`src/rtl/util_pulse_seq.sv`:
```
// Trigger scheduler and configuration sequencer for a bank of pulse-delay channels.
// Generates the periodic broadcast trigger and applies shadow config only at safe points.
module util_pulse_seq #(
  parameter int unsigned CH_NUM         = 4,
  parameter logic [31:0] DEFAULT_PERIOD = 32'd1000
) (
  input  logic                  clk,
  input  logic                  rst,
  input  logic                  start,
  input  logic                  stop,
  input  logic [31:0]           cfg_period,
  input  logic [31:0]           cfg_count,
  input  logic                  wr_en,
  input  logic [7:0]            wr_ch,
  input  logic [1:0]            wr_type,
  input  logic [31:0]           wr_hold,
  input  logic [31:0]           wr_delay,
  input  logic                  commit,
  output logic                  commit_pend,
  output logic                  busy,
  output logic                  done,
  output logic [31:0]           trig_cnt,
  output logic                  miss,
  input  logic [CH_NUM-1:0]     ch_ready,
  output logic [CH_NUM-1:0]     ch_en,
  output logic                  ch_trig,
  output logic                  ch_cfg_update,
  output logic [2*CH_NUM-1:0]   ch_cfg_type,
  output logic [32*CH_NUM-1:0]  ch_cfg_hold,
  output logic [32*CH_NUM-1:0]  ch_cfg_delay
);

  localparam int unsigned CW = 32;
  localparam int unsigned TW = 2;

  typedef enum logic [2:0] {
    S_IDLE,
    S_RUN,
    S_UPD_COPY,
    S_UPD_STRB,
    S_DRAIN
  } state_t;

  typedef struct packed {
    logic [TW-1:0] typ;
    logic [CW-1:0] hold;
    logic [CW-1:0] delay;
  } cfg_t;

  localparam cfg_t CFG_RST = '{typ: TW'(0), hold: CW'(1), delay: CW'(0)};

  // Periods below 2 would collide the reload with the trigger cycle.
  function automatic logic [CW-1:0] clamp_period(input logic [CW-1:0] p);
    return (p < CW'(2)) ? CW'(2) : p;
  endfunction

  state_t          state_q,    state_nxt;
  logic [CW-1:0]   per_cnt_q,  per_cnt_nxt;
  logic [CW-1:0]   period_q,   period_nxt;
  logic [CW-1:0]   count_q,    count_nxt;
  logic            guard_q,    guard_nxt;
  logic            drain_q,    drain_nxt;
  logic            ret_run_q,  ret_run_nxt;
  logic            stop_lat_q, stop_lat_nxt;
  logic [CW-1:0]   trig_cnt_nxt;
  logic            miss_nxt;
  logic [CH_NUM-1:0] ch_en_nxt;
  logic            done_nxt;
  logic            busy_nxt;
  logic            trig_nxt;
  logic            upd_nxt;
  logic            pend_nxt;
  logic            all_ready;
  logic            guard_ok;
  logic            last_trig;
  logic            copy_en;

  cfg_t shad_q [CH_NUM];
  cfg_t act_q  [CH_NUM];

  assign all_ready = &ch_ready;
  assign guard_ok  = ~guard_q;
  assign last_trig = (count_q != CW'(0)) && ((trig_cnt + CW'(1)) == count_q);
  assign copy_en   = (state_nxt == S_UPD_COPY);

  // Next-state and registered-output logic
  always_comb begin
    state_nxt    = state_q;
    per_cnt_nxt  = per_cnt_q;
    period_nxt   = period_q;
    count_nxt    = count_q;
    guard_nxt    = 1'b0;
    drain_nxt    = drain_q;
    ret_run_nxt  = ret_run_q;
    stop_lat_nxt = stop_lat_q;
    trig_cnt_nxt = trig_cnt;
    miss_nxt     = miss;
    ch_en_nxt    = ch_en;
    done_nxt     = 1'b0;

    // Period counter keeps running through in-RUN updates so cadence is preserved
    if (state_q == S_RUN || ((state_q == S_UPD_COPY || state_q == S_UPD_STRB) && ret_run_q)) begin
      per_cnt_nxt = ch_trig ? (clamp_period(period_q) - CW'(1)) : (per_cnt_q - CW'(1));
    end

    if (state_q == S_RUN && ch_trig) begin
      trig_cnt_nxt = trig_cnt + CW'(1);
      guard_nxt    = 1'b1;
      if (guard_ok && !all_ready) miss_nxt = 1'b1;
    end

    unique case (state_q)
      S_IDLE: begin
        if (start && !stop) begin
          state_nxt    = S_RUN;
          per_cnt_nxt  = clamp_period(cfg_period) - CW'(1);
          period_nxt   = cfg_period;
          count_nxt    = cfg_count;
          trig_cnt_nxt = CW'(0);
          miss_nxt     = 1'b0;
          ch_en_nxt    = '1;
          guard_nxt    = 1'b0;
          stop_lat_nxt = 1'b0;
        end else if (commit_pend) begin
          state_nxt   = S_UPD_COPY;
          ret_run_nxt = 1'b0;
        end
      end
      S_RUN: begin
        if (stop) begin
          state_nxt = S_IDLE;
          ch_en_nxt = '0;
          done_nxt  = 1'b1;
        end else if (ch_trig && last_trig) begin
          state_nxt = S_DRAIN;
          drain_nxt = 1'b1;
        end else if (commit_pend && guard_ok && all_ready && per_cnt_q >= CW'(3)) begin
          state_nxt    = S_UPD_COPY;
          ret_run_nxt  = 1'b1;
          stop_lat_nxt = 1'b0;
        end
      end
      S_UPD_COPY: begin
        state_nxt = S_UPD_STRB;
        if (ret_run_q && stop) begin
          ch_en_nxt    = '0;
          stop_lat_nxt = 1'b1;
        end
      end
      S_UPD_STRB: begin
        if (!ret_run_q) begin
          state_nxt = S_IDLE;
        end else if (stop || stop_lat_q) begin
          state_nxt    = S_IDLE;
          ch_en_nxt    = '0;
          done_nxt     = 1'b1;
          stop_lat_nxt = 1'b0;
        end else begin
          state_nxt = S_RUN;
        end
      end
      S_DRAIN: begin
        if (stop) begin
          state_nxt = S_IDLE;
          ch_en_nxt = '0;
          done_nxt  = 1'b1;
        end else if (drain_q) begin
          drain_nxt = 1'b0;
        end else if (all_ready) begin
          state_nxt = S_IDLE;
          ch_en_nxt = '0;
          done_nxt  = 1'b1;
        end
      end
      default: state_nxt = S_IDLE;
    endcase

    trig_nxt = (state_nxt == S_RUN) && (per_cnt_nxt == CW'(0));
    upd_nxt  = (state_nxt == S_UPD_STRB);
    busy_nxt = (state_nxt != S_IDLE);
    pend_nxt = commit | (commit_pend & (state_nxt != S_UPD_COPY));
  end

  always_ff @(posedge clk) begin
    if (rst) begin
      state_q       <= S_IDLE;
      per_cnt_q     <= CW'(0);
      period_q      <= DEFAULT_PERIOD;
      count_q       <= CW'(0);
      guard_q       <= 1'b0;
      drain_q       <= 1'b0;
      ret_run_q     <= 1'b0;
      stop_lat_q    <= 1'b0;
      trig_cnt      <= CW'(0);
      miss          <= 1'b0;
      ch_en         <= '0;
      done          <= 1'b0;
      busy          <= 1'b0;
      ch_trig       <= 1'b0;
      ch_cfg_update <= 1'b0;
      commit_pend   <= 1'b0;
    end else begin
      state_q       <= state_nxt;
      per_cnt_q     <= per_cnt_nxt;
      period_q      <= period_nxt;
      count_q       <= count_nxt;
      guard_q       <= guard_nxt;
      drain_q       <= drain_nxt;
      ret_run_q     <= ret_run_nxt;
      stop_lat_q    <= stop_lat_nxt;
      trig_cnt      <= trig_cnt_nxt;
      miss          <= miss_nxt;
      ch_en         <= ch_en_nxt;
      done          <= done_nxt;
      busy          <= busy_nxt;
      ch_trig       <= trig_nxt;
      ch_cfg_update <= upd_nxt;
      commit_pend   <= pend_nxt;
    end
  end

  // Shadow/active config; the copy sees shadow values from before any same-cycle write
  always_ff @(posedge clk) begin
    if (rst) begin
      for (int unsigned i = 0; i < CH_NUM; i++) begin
        shad_q[i] <= CFG_RST;
        act_q[i]  <= CFG_RST;
      end
    end else begin
      for (int unsigned i = 0; i < CH_NUM; i++) begin
        if (copy_en) act_q[i] <= shad_q[i];
        if (wr_en && wr_ch == 8'(i)) begin
          shad_q[i] <= '{typ: wr_type, hold: wr_hold, delay: wr_delay};
        end
      end
    end
  end

  for (genvar g = 0; g < CH_NUM; g++) begin : g_out
    assign ch_cfg_type [TW*g +: TW] = act_q[g].typ;
    assign ch_cfg_hold [CW*g +: CW] = act_q[g].hold;
    assign ch_cfg_delay[CW*g +: CW] = act_q[g].delay;
  end

endmodule

```
`config.mk`:
```
export PLATFORM = sky130hd
export DESIGN_NAME = util_pulse_seq
export DESIGN_NICKNAME = d
export VERILOG_FILES = /design/src/rtl/util_pulse_seq.sv
export SDC_FILE = /design/constraint.sdc
export NUM_CORES = 1
export LEC_CHECK = 0
export BUFFER_PORTS_ARGS = -buffer_cell sky130_fd_sc_hd__clkbuf_2
export CORE_ASPECT_RATIO = 1.2
export CORE_UTILIZATION = 49
export DETAILED_ROUTE_END_ITERATION = 16
export PLACE_DENSITY = 0.72
export SLEW_MARGIN = 15
export SYNTH_ARGS = -nofsm -noshare
export SYNTH_HDL_FRONTEND = slang
export SYNTH_SLANG_ARGS = --single-unit
```
`constraint.sdc`:
```
create_clock -name clk -period 42.1 [get_ports clk]
set_input_delay 12.63 -clock clk [delete_from_list [all_inputs] [get_ports clk]]
set_output_delay 12.63 -clock clk [all_outputs]
set_load 0.05 [all_outputs]
```
==> impl_metrics.ini, run 1 <==
[status]
outcome = finished, final reports clean

[die]
die_y_um = 270
num_rows = 97
dieArea_mm2 = 0.0609
start_util = 0.499
die_w_um = 226
core-area_mm2 = 0.0589
ios = 454

[drt]
vias = 20387
wl_mm = 77.4
wl_per_cell_um = 21.0
drt_iter0_markers = 1822
ant_nets = 0
drc = 0
dr.pass1.iters = 5
viasPerCell = 5.53

[finish]
nNetsFinal = 2989
layout.cells.non_filler = 3688
areaGrowthSynthToFinish_pct = 17.2
drive_gt1_frac = 0.220

[setup_path]
worstPathRequired_ns = 42.60
cp_max_fo = 15
r2r_slack_ns = 36.33
crit_path_start_kind = primary input
r2r_end = ch_trig
crit_chain = clkbuf_2, or4_1, or4b_4, nor3_1, nand2b_1, ha_1, nor2b_1, nand2_1, or4_1, nor3_2, xor2_1, o211ai_1, o2111a_1, and3_1, and4_1
worstSetupEndpointType = flip-flop
rr_startpoint = period_q[21]
critPathMaxStageDelay_ns = 0.64
worst-r2r-cell-count = 13
path_common_cell = or4_1
path_class = primary input to flip-flop
crit_path_start = cfg_period[12]
crit_path_end = ch_trig
cpMaxStageDelayCell = or4b_4
cp.arrival_ns = 16.84

[timing]
tightest_slew_ns = 1.09
fmax_mhz = 61.2
setup_ws_ns = 25.75
period_share = 0.388
fin_skew_ns = 0.0194
rsz0062_at_grt = false
setup_viol_count_final = 0
fin_crit_ns = 16.35
tns_ns = 0
report.final.slew_viol_count = 0
finalHoldViolations = 0
slew_headroom = 0.275

[global_routing]
grt_overflow = 0
grt_pass1_wl_mm = 116
antenna_found_initial = 7
grt_pass1_vias = 19435
grt_max_degree = 167
gr-usage-all-layers = 0.249

[placed_design]
gp_congestion = 0.929
dp.final_hpwl_mm = 52.1
io_buffers = 453
place_ws_ns = 25.20
placed_cells = 3559

[synthesis]
ys_seq_area_frac = 0.637
ys_ff_latch = 670
synth_area_mm2 = 0.0294
syn_nets = 2599
ys_types = 94
syn_inst = 2448
ys.flop_type = edfxtp_1
synth_edf_count = 528
yosysWarnings = 0
syn_area_per_cell_um2 = 12.0
async_reset_ff_frac = 0

[pwr]
p_leak_nw = 13.2
powerDensity_mw_per_mm2 = 49.9
vdd_ir_drop_max_mv = 0.0324

[cts]
insertion_delay_ns = 0.61
h-tree-depth = 3
cts_buffers = 69
cts_tree = done
post-cts-setup-buffers = 0
cts_buffer_depth = 3
clockRootBuffer = clkbuf_16
cts_sinks = 670
cts_resized = 0
cts_hold_buf = 0
clk_pin_slew_worst_paths_ns = 0.06

[job]
max_cap_violations = 0

[min_path]
hold_path_class = flip-flop to flip-flop
[synthesized netlist by cell type (5+ instances only)]
| cell type | number | area [um2] |
|---|---|---|
| xor2_1 | 47 | 412 |
| nand3b_1 | 9 | 67.6 |
| mux2i_1 | 25 | 250 |
| a21oi_1 | 106 | 531 |
| nand2_1 | 198 | 743 |
| o21ai_0 | 34 | 170 |
| buf_2 | 20 | 100 |
| nor2_1 | 132 | 495 |
| buf_6 | 30 | 338 |
| xnor2_1 | 42 | 368 |
| a21o_1 | 5 | 37.5 |
| a211oi_1 | 9 | 67.6 |
| inv_1 | 12 | 45.0 |
| and3_1 | 18 | 113 |
| a31oi_1 | 8 | 50.1 |
| nand3_1 | 48 | 240 |
| dfxtp_1 | 142 | 2840 |
| nor2b_1 | 20 | 125 |
| nand2b_1 | 20 | 125 |
| or3_1 | 31 | 194 |
| clkbuf_1 | 95 | 357 |
| nor3_1 | 67 | 335 |
| or3b_2 | 6 | 52.6 |
| o211ai_1 | 12 | 90.1 |
| o21bai_1 | 7 | 52.6 |
| nor4_1 | 48 | 300 |
| and4_1 | 6 | 52.6 |
| or2_2 | 8 | 50.1 |
| and2_1 | 526 | 3290 |
| o31ai_1 | 10 | 75.1 |
| or4_1 | 9 | 67.6 |
| o22ai_1 | 9 | 56.3 |
| a22oi_1 | 6 | 45.0 |
| buf_1 | 7 | 26.3 |
| edfxtp_1 | 528 | 15900 |
| nor3b_1 | 15 | 113 |
| nand4_1 | 27 | 169 |
[worst min-delay path by stage]
| stage | startpoint | end | cells after the start |
|---|---|---|---|
| CTS | drain_q | drain_q | 2 |
| global placement | drain_q | drain_q | 2 |
| global route | drain_q | drain_q | 2 |
| floorplan | drain_q | drain_q | 2 |
| detailed placement | drain_q | drain_q | 2 |
| finish | drain_q | drain_q | 2 |
[through the flow]
stage / util / power [mW] / hold slack [ns] / area (um2)
after global routing: 0.585 / 1.77 / 0.483 / 34400
final: 0.585 / 1.72 / 0.466 / 34400
after detailed placement: 0.545 / 1.10 / 0.459 / 32100
after CTS: 0.585 / 1.73 / 0.470 / 34400
after global placement: 0.545 / 1.09 / 0.447 / 32100
after floorplan: - / 1.02 / 0.431 / 29400
[cell families after synthesis]
family                     synth area share
muxes                                0.0101
adders and majority gates           0.00128
AOI/OAI and AO/OA                    0.0638
xor gates and xnor gates             0.0265
DFF                                   0.637
buffers and inverters                0.0311
and+or+nand+nor                       0.231
[final cells by class]
type | instances | area [um2]
Timing Repair Buffer | 476 | 2450
Antenna cell | 4 | 10.0
Inverter | 13 | 48.8
Fill cell | 4718 | 24400
Multi-Input combinational cell | 1608 | 9860
Clock buffer | 87 | 1880
Tap cell | 792 | 991
Sequential cell | 670 | 18700
Clock inverter | 38 | 490
[per-layer routing]
metal  vias to the layer above  GRT usage  wire [um]
li1                       9516          -          -
met1                      9818      0.311      30900
met2                       895      0.420      37700
met3                       150     0.0577       6290
met4                         8     0.0936       2440
met5                         -          0         48
[critical path: cells and delay by family]
kind	cells	cell delay [ns]
simple gates	10	3.22
compound gates	2	0.31
fa+ha+maj	1	0.27
xor+xnor	1	0.27
buf+inv	1	0.14
[cells in the final DEF (no fill, tap or decap), types with 8 or more instances in the layout]
| master | netlist | layout |
|---|---|---|
| clkbuf_16 | 0 | 71 |
| nor4_1 | 48 | 48 |
| and2_1 | 526 | 526 |
| dfxtp_1 | 142 | 141 |
| nand3_1 | 48 | 47 |
| nand2_1 | 198 | 198 |
| bufinv_16 | 0 | 9 |
| nor3b_1 | 15 | 15 |
| clkbuf_1 | 95 | 12 |
| xor2_1 | 47 | 47 |
| inv_1 | 12 | 12 |
| and3_1 | 18 | 17 |
| nor2_1 | 132 | 131 |
| or2_2 | 8 | 8 |
| clkbuf_2 | 0 | 452 |
| a31oi_1 | 8 | 8 |
| nand2b_1 | 20 | 20 |
| nand4_1 | 27 | 27 |
| mux2i_1 | 25 | 25 |
| o211ai_1 | 12 | 12 |
| o31ai_1 | 10 | 10 |
| clkinv_2 | 0 | 8 |
| buf_4 | 4 | 23 |
| xnor2_1 | 42 | 42 |
| edfxtp_1 | 528 | 528 |
| o21ai_0 | 34 | 34 |
| clkinv_1 | 0 | 10 |
| nand3b_1 | 9 | 9 |
| o22ai_1 | 9 | 9 |
| nor3_1 | 67 | 62 |
| nor2b_1 | 20 | 20 |
| a211oi_1 | 9 | 9 |
| a21oi_1 | 106 | 106 |
| or4_1 | 9 | 9 |
| or3_1 | 31 | 31 |
[report_power, final]
part | internal, mW | switching [mW]
clock network | 0.375 | 0.259
logic | 0.0677 | 0.216
registers | 0.771 | 0.0278
[registers in the layout (all words and copies together), names as in the netlist, 3 cells and up]
signal,count
act_q,264
shad_q,264
count_q,32
per_cnt_q,32
period_q,32
trig_cnt,32
state_q,3
Note: power is estimated with default switching activity, not from simulation.
==> run 2: changes to the inputs <==
--- a/config.mk
+++ b/config.mk
@@ -5,11 +5,12 @@
 export SDC_FILE = /design/constraint.sdc
 export NUM_CORES = 1
 export LEC_CHECK = 0
+export ABC_AREA = 1
 export BUFFER_PORTS_ARGS = -buffer_cell sky130_fd_sc_hd__clkbuf_2
 export CORE_ASPECT_RATIO = 1.2
 export CORE_UTILIZATION = 49
 export DETAILED_ROUTE_END_ITERATION = 16
-export PLACE_DENSITY = 0.72
+export PLACE_DENSITY = 0.75
 export SLEW_MARGIN = 15
 export SYNTH_ARGS = -nofsm -noshare
 export SYNTH_HDL_FRONTEND = slang
==> constraint.sdc (replaced) <==
create_clock -name clk -period 13.5 [get_ports clk]
set_input_delay 4.05 -clock clk [delete_from_list [all_inputs] [get_ports clk]]
set_output_delay 4.05 -clock clk [all_outputs]
set_load 0.05 [all_outputs]
==> run 2 against run 1 <==
Effect of this change: wire length down 0.53%; worst hold slack worse by 0.0052 ns; power rose to 3.1 times the previous value; synthesized area up 6.7%; highest routed layer is now met4.
==> impl_metrics.ini, run 2 <==
[die]
dieArea_mm2 = 0.0650
start_util = 0.495
ios = 454
num_rows = 101
die_w_um = 233
die_y_um = 279
core-area_mm2 = 0.0633

[pwr]
p_leak_nw = 15.6
comb_power_share = 0.183
seqPwrFrac = 0.472
powerDensity_mw_per_mm2 = 146
totalPowerFinal_mw = 5.28
internal_power_mw = 3.63
p_sw_mw = 1.65
clock_power_share = 0.345
vdd_ir_drop_max_mv = 0.0958
p_sw_frac = 0.312

[synthesis]
synth_edf_count = 528
synth_top_area_cell = edfxtp_1
synth_area_mm2 = 0.0314
synth_most_common_cell = nor2_1
async_reset_ff_frac = 0
yosysTopAreaCellShare = 0.506
ys_seq_area_frac = 0.596
syn_area_per_cell_um2 = 10.1
ys_ff_latch = 670
ys.flop_type = edfxtp_1
yosysWarnings = 0
synth_common_cells = 569 x nor2_1, 528 x edfxtp_1, 523 x inv_1, 413 x nand2_1, 265 x nor2_4
synth_area_leaders = edfxtp_1 51%, nor2_4 9.5%, dfxtp_1 9.1%, nor2_1 6.8%, inv_1 6.3%
syn_nets = 3250
syn_inst = 3099
ys_types = 50

[setup_path]
worst-r2r-cell-count = 20
cp_max_fo = 94
cp.arrival_ns = 7.95
r2r_slack_ns = 8.11
worstSetupEndpointType = flip-flop
r2r_end = act_q[0][54]
path_class = primary input to flip-flop
crit_path_start_kind = primary input
rr_startpoint = trig_cnt[0]
worstPathRequired_ns = 13.83

[finish]
nNetsFinal = 3678
mostFrequentLayoutCell = nor2_1
fin_util = 0.570
drive_gt1_frac = 0.246
final_cell_mix = 568 x nor2_1, 528 x edfxtp_1, 518 x inv_1
areaGrowthSynthToFinish_pct = 15.2
reg_top3 = act_q x264, shad_q x264

[timing]
finalHoldViolations = 0
tns_ns = 0
rsz0062_at_grt = false
tightest_slew_ns = 1.14
report.final.slew_viol_count = 0
period_share = 0.564
fin_skew_ns = 0.0252
setup_viol_count_final = 0
slew_headroom = 0.243
fin_crit_ns = 7.62
fmax_mhz = 131

[global_routing]
grt_pass1_vias = 20895
gr-usage-all-layers = 0.236
grt_pass1_wl_mm = 117
grt_max_degree = 95
grt_overflow = 0
antenna_found_initial = 2

[drt]
wl_mm = 77.0
vias = 22015
dr.pass1.iters = 7
wl_per_cell_um = 17.5
drt_iter0_markers = 1861
ant_nets = 0
drc = 0
viasPerCell = 5.00

[min_path]
min_to = stop_lat_q
hold_path_class = flip-flop to flip-flop
min_path_cells = 2
min_from = stop_lat_q

[placed_design]
io_buffers = 453
dp.final_hpwl_mm = 52.5
gp_congestion = 0.918

[cts]
clockRootBuffer = clkbuf_16
post-cts-setup-buffers = 0
insertion_delay_ns = 0.62
cts_resized = 0
cts_hold_buf = 0
clk_pin_slew_worst_paths_ns = 0.06
cts_buffers = 69
h-tree-depth = 3
cts_sinks = 670
cts_buffer_depth = 3
cts_tree = done

[status]
outcome = finished, final reports clean

[job]
max_cap_violations = 0
-- run 2: changes by cell type after synthesis, sizes merged, moves of 25 or more --
cell	before	now
and2	526	4
inv	13	526
mux2i	25	0
nand2	198	424
nand3	48	108
nor2	132	841
nor3	69	30
nor4	50	9
o21ai	34	167
or3	31	0
xnor2	42	7
xor2	47	13
-- run 2: critical path, cell delays in order --
cell and delay (ns):
clkbuf_2 0.10, inv_1 0.14, nand2_1 0.09, inv_1 0.11, nand2_4 0.29, clkinv_1 0.14
nor3_1 0.07, nand2_2 0.14, clkinv_2 0.11, nand2_4 0.13, nor2_4 0.08, inv_16 0.53
buf_4 0.86, buf_4 0.82, nor2_4 0.02
-- run 2: worst max path at each step --
stage | start | endpoint | slack, ns | cells past startpoint
detailed placement | stop | act_q[2][53] | 5.28 | 15
CTS | stop | act_q[0][54] | 5.94 | 15
floorplan | stop | act_q[0][0] | 2.20 | 10
global placement | stop | act_q[3][47] | 5.36 | 15
finish | stop | act_q[0][54] | 5.88 | 15
global route | stop | act_q[0][47] | 5.65 | 15
-- run 2: logic make-up after synthesis --
group                    count (synthesis)  share of synthesized area
AO/OA/AOI/OAI                          299                     0.0510
XOR/XNOR                                22                    0.00702
adder cells (fa/ha/maj)                  3                    0.00120
buffers and inverters                  645                     0.0927
flip-flops                             670                      0.596
AND/OR/NAND/NOR                       1460                      0.252
-- run 2: cell type report --
type / instances / area [um2]
Timing Repair Buffer: 472 / 2420
Clock buffer: 88 / 1860
Clock inverter: 35 / 282
Sequential cell: 670 / 18700
Multi-Input combinational cell: 1784 / 9810
Antenna cell: 2 / 5.00
Tap cell: 824 / 1030
Fill cell: 5275 / 27200
Inverter: 530 / 2010
-- run 2: through the flow --
| stage | cells | instance area, um2 | setup slack (ns) | hold WS [ns] |
|---|---|---|---|---|
| finish | 4405 | 36100 | 5.88 | 0.461 |
| floorplan | 3099 | 31400 | 2.20 | 0.424 |
| global placement | 4280 | 34000 | 5.36 | 0.450 |
| CTS | 4403 | 36100 | 5.94 | 0.458 |
| global route | 4405 | 36100 | 5.65 | 0.476 |
| detailed placement | 4280 | 34000 | 5.28 | 0.447 |
-- run 2: metal layers --
| layer | track usage | up-vias | part of all wire | wire length [um] |
|---|---|---|---|---|
| li1 | - | 10710 | - | - |
| met1 | 0.304 | 10361 | 0.41 | 31500 |
| met2 | 0.403 | 829 | 0.50 | 38400 |
| met3 | 0.0335 | 115 | 0.066 | 5060 |
| met4 | 0.0825 | 0 | 0.027 | 2100 |
| met5 | 0 | - | 0 | 0 |
-- run 2: power groups by stage --
stage,combinational [mW],sequential [mW],clock (mW)
floorplan,0.425,2.86,0
global placement,0.954,2.53,0
detailed placement,0.964,2.54,0
CTS,0.967,2.49,1.85
global route,1.04,2.51,1.93
finish,0.965,2.49,1.82
==> run 3: changes to the inputs <==
==> constraint.sdc (replaced) <==
create_clock -name clk -period 6.4 [get_ports clk]
set_input_delay 1.92 -clock clk [delete_from_list [all_inputs] [get_ports clk]]
set_output_delay 1.92 -clock clk [all_outputs]
set_load 0.05 [all_outputs]
==> run 3 against run 2 <==
Effect of this change: sequential power is 110% higher; critical path depth is 4 higher; sequential cell count stayed put; first-iteration DRC count fell by 9.8%; register-to-register slack worse by 6.1 ns; non-clock buffer count is 6 higher; worst hold slack got worse by 0.0026 ns; combinational power up 110%; wire length up 2.7%; die area stayed put; via count up 1.0%; count of clock-buffer cells in the layout shrank 3; largest power group unchanged.
==> impl_metrics.ini, run 3 (synthesis gave the netlist of run 2 again) <==
[drt]
vias = 22235
wl_mm = 79.0
viasPerCell = 5.04
drt_iter0_markers = 1679
wl_per_cell_um = 17.9
drc = 0
ant_nets = 0
dr.pass1.iters = 6

[setup_path]
worstPathRequired_ns = 6.72
cpMaxStageDelayCell = buf_4
worst-r2r-cell-count = 19
critPathMaxStageDelay_ns = 0.61
cp_max_fo = 80
path_common_cell = nand2_1
path_buf_inv = 3
critical_path.top_delay_family = simple AND/OR/NAND/NOR gates
worstSetupEndpointType = flip-flop
path_class = flip-flop to flip-flop
r2r_end = act_q[1][58]
crit_chain = ha_1, nand3_2, inv_2, nand2_1, nor2_1, nand4_1, nand2_1, nand2_1, a21oi_1, nand2_1, nor2_1, nand2_2, nand2_1, nand2_2, nand2_4, nor2_4, inv_16, buf_4, nor2_4
rr_startpoint = trig_cnt[0]
r2r_slack_ns = 2.01
crit_path_start_kind = flip-flop
cp.arrival_ns = 4.72

[cts]
cts_buffers = 68
clk_pin_slew_worst_paths_ns = 0.06
insertion_delay_ns = 0.60
clockRootBuffer = clkbuf_16
cts_hold_buf = 0
post-cts-setup-buffers = 0
cts_tree = done
cts_sinks = 670
h-tree-depth = 3
cts_resized = 0
cts_buffer_depth = 3

[timing]
timing.hold.ws_ns = 0.458
tns_ns = 0
setup_viol_count_final = 0
setup_ws_ns = 2.01
fin_skew_ns = 0.0258
tightest_slew_ns = 1.17
slew_headroom = 0.220
finalHoldViolations = 0
fmax_mhz = 228
rsz0062_at_grt = false
fin_crit_ns = 4.39
report.final.slew_viol_count = 0
period_share = 0.686

[placed_design]
dp.final_hpwl_mm = 54.0
io_buffers = 453
gp_congestion = 0.906
place_ws_ns = 1.42

[die]
dieArea_mm2 = 0.0650
num_rows = 101
start_util = 0.495
ios = 454
die_w_um = 233
die_y_um = 279
core-area_mm2 = 0.0633

[finish]
final_cell_mix = 568 x nor2_1, 528 x edfxtp_1, 518 x inv_1
mostFrequentLayoutCell = nor2_1
fin_util = 0.573
drive_gt1_frac = 0.248
reg_top3 = act_q x264, shad_q x264
areaGrowthSynthToFinish_pct = 15.7
fillCellCount = 5354
nNetsFinal = 3683

[job]
max_cap_violations = 0

[pwr]
seqPwrFrac = 0.467
p_leak_nw = 15.7
comb_power_share = 0.182
clock_power_share = 0.351
internal_power_mw = 7.78
p_sw_mw = 3.49
totalPowerFinal_mw = 11.3
p_sw_frac = 0.310
vdd_ir_drop_max_mv = 0.189
powerDensity_mw_per_mm2 = 310

[min_path]
min_path_cells = 2
hold_path_class = flip-flop to flip-flop
min_from = stop_lat_q
min_to = stop_lat_q

[global_routing]
grt_max_degree = 81
antenna_found_initial = 5
grt_overflow = 0
gr-usage-all-layers = 0.239
grt_pass1_vias = 21261
grt_pass1_wl_mm = 118

[status]
outcome = finished, final reports clean
## run 3: cell count changes in the layout (fill, tap and decap cells not counted), sizes merged
cell      previous run  this run
buf                 19        25
bufinv               1         5
clkbuf             541       538
diode                2         5
inv                532       529
clkinv              30        31
clkinvlp             2         3
## run 3: power groups by stage
stage	combinational (mW)	sequential, mW	clock (mW)
finish	2.06	5.26	3.95
global placement	2.03	5.34	0
global route	2.20	5.29	4.17
detailed placement	2.05	5.35	0
floorplan	0.898	5.99	0
CTS	2.06	5.26	4.01
## run 3: worst reg2reg max path, cell delays in order (launching register included)
cell,delay [ns]
dfxtp_1,0.45
ha_1,0.24
nand3_2,0.17
inv_2,0.17
nand2_1,0.11
nor2_1,0.36
nand4_1,0.18
nand2_1,0.13
nand2_1,0.06
a21oi_1,0.21
nand2_1,0.09
nor2_1,0.13
nand2_2,0.11
nand2_1,0.09
nand2_2,0.10
nand2_4,0.15
nor2_4,0.08
inv_16,0.48
buf_4,0.74
nor2_4,0.07
## run 3: area by class of cell
| class | count | area, um2 | area share |
|---|---|---|---|
| Sequential cell | 670 | 18700 | 0.515 |
| Multi-Input combinational cell | 1784 | 9810 | 0.270 |
| Timing Repair Buffer | 478 | 2520 | 0.0694 |
| Inverter | 530 | 2010 | 0.0553 |
| Clock buffer | 85 | 1810 | 0.0498 |
| Tap cell | 824 | 1030 | 0.0284 |
| Clock inverter | 38 | 410 | 0.0113 |
| Antenna cell | 5 | 12.5 | 0.000345 |
## run 3: worst max path at each step
stage / depth (start not counted) / from / endpoint
3_5_place_dp: 12 / stop / act_q[0][48]
6_report: 19 / trig_cnt[0] / act_q[1][58]
2_1_floorplan: 10 / stop / act_q[0][0]
4_1_cts: 12 / stop / act_q[2][52]
3_3_place_gp: 12 / stop / act_q[2][52]
5_1_grt: 20 / cfg_period[14] / ch_trig
## run 3: metrics by stage
step                cells  area, um2
CTS                  4409      36300
detailed placement   4286      34100
floorplan            3099      31400
global route         4412      36300
finish               4414      36300
global placement     4286      34100
## run 3: layer usage
metal / track usage / up-vias / part of all wire
li1: - / 10720 / -
met2: 0.420 / 859 / 0.51
met1: 0.297 / 10537 / 0.40
met4: 0.0739 / 2 / 0.025
met5: 0 / - / 0.00014
met3: 0.0435 / 117 / 0.070
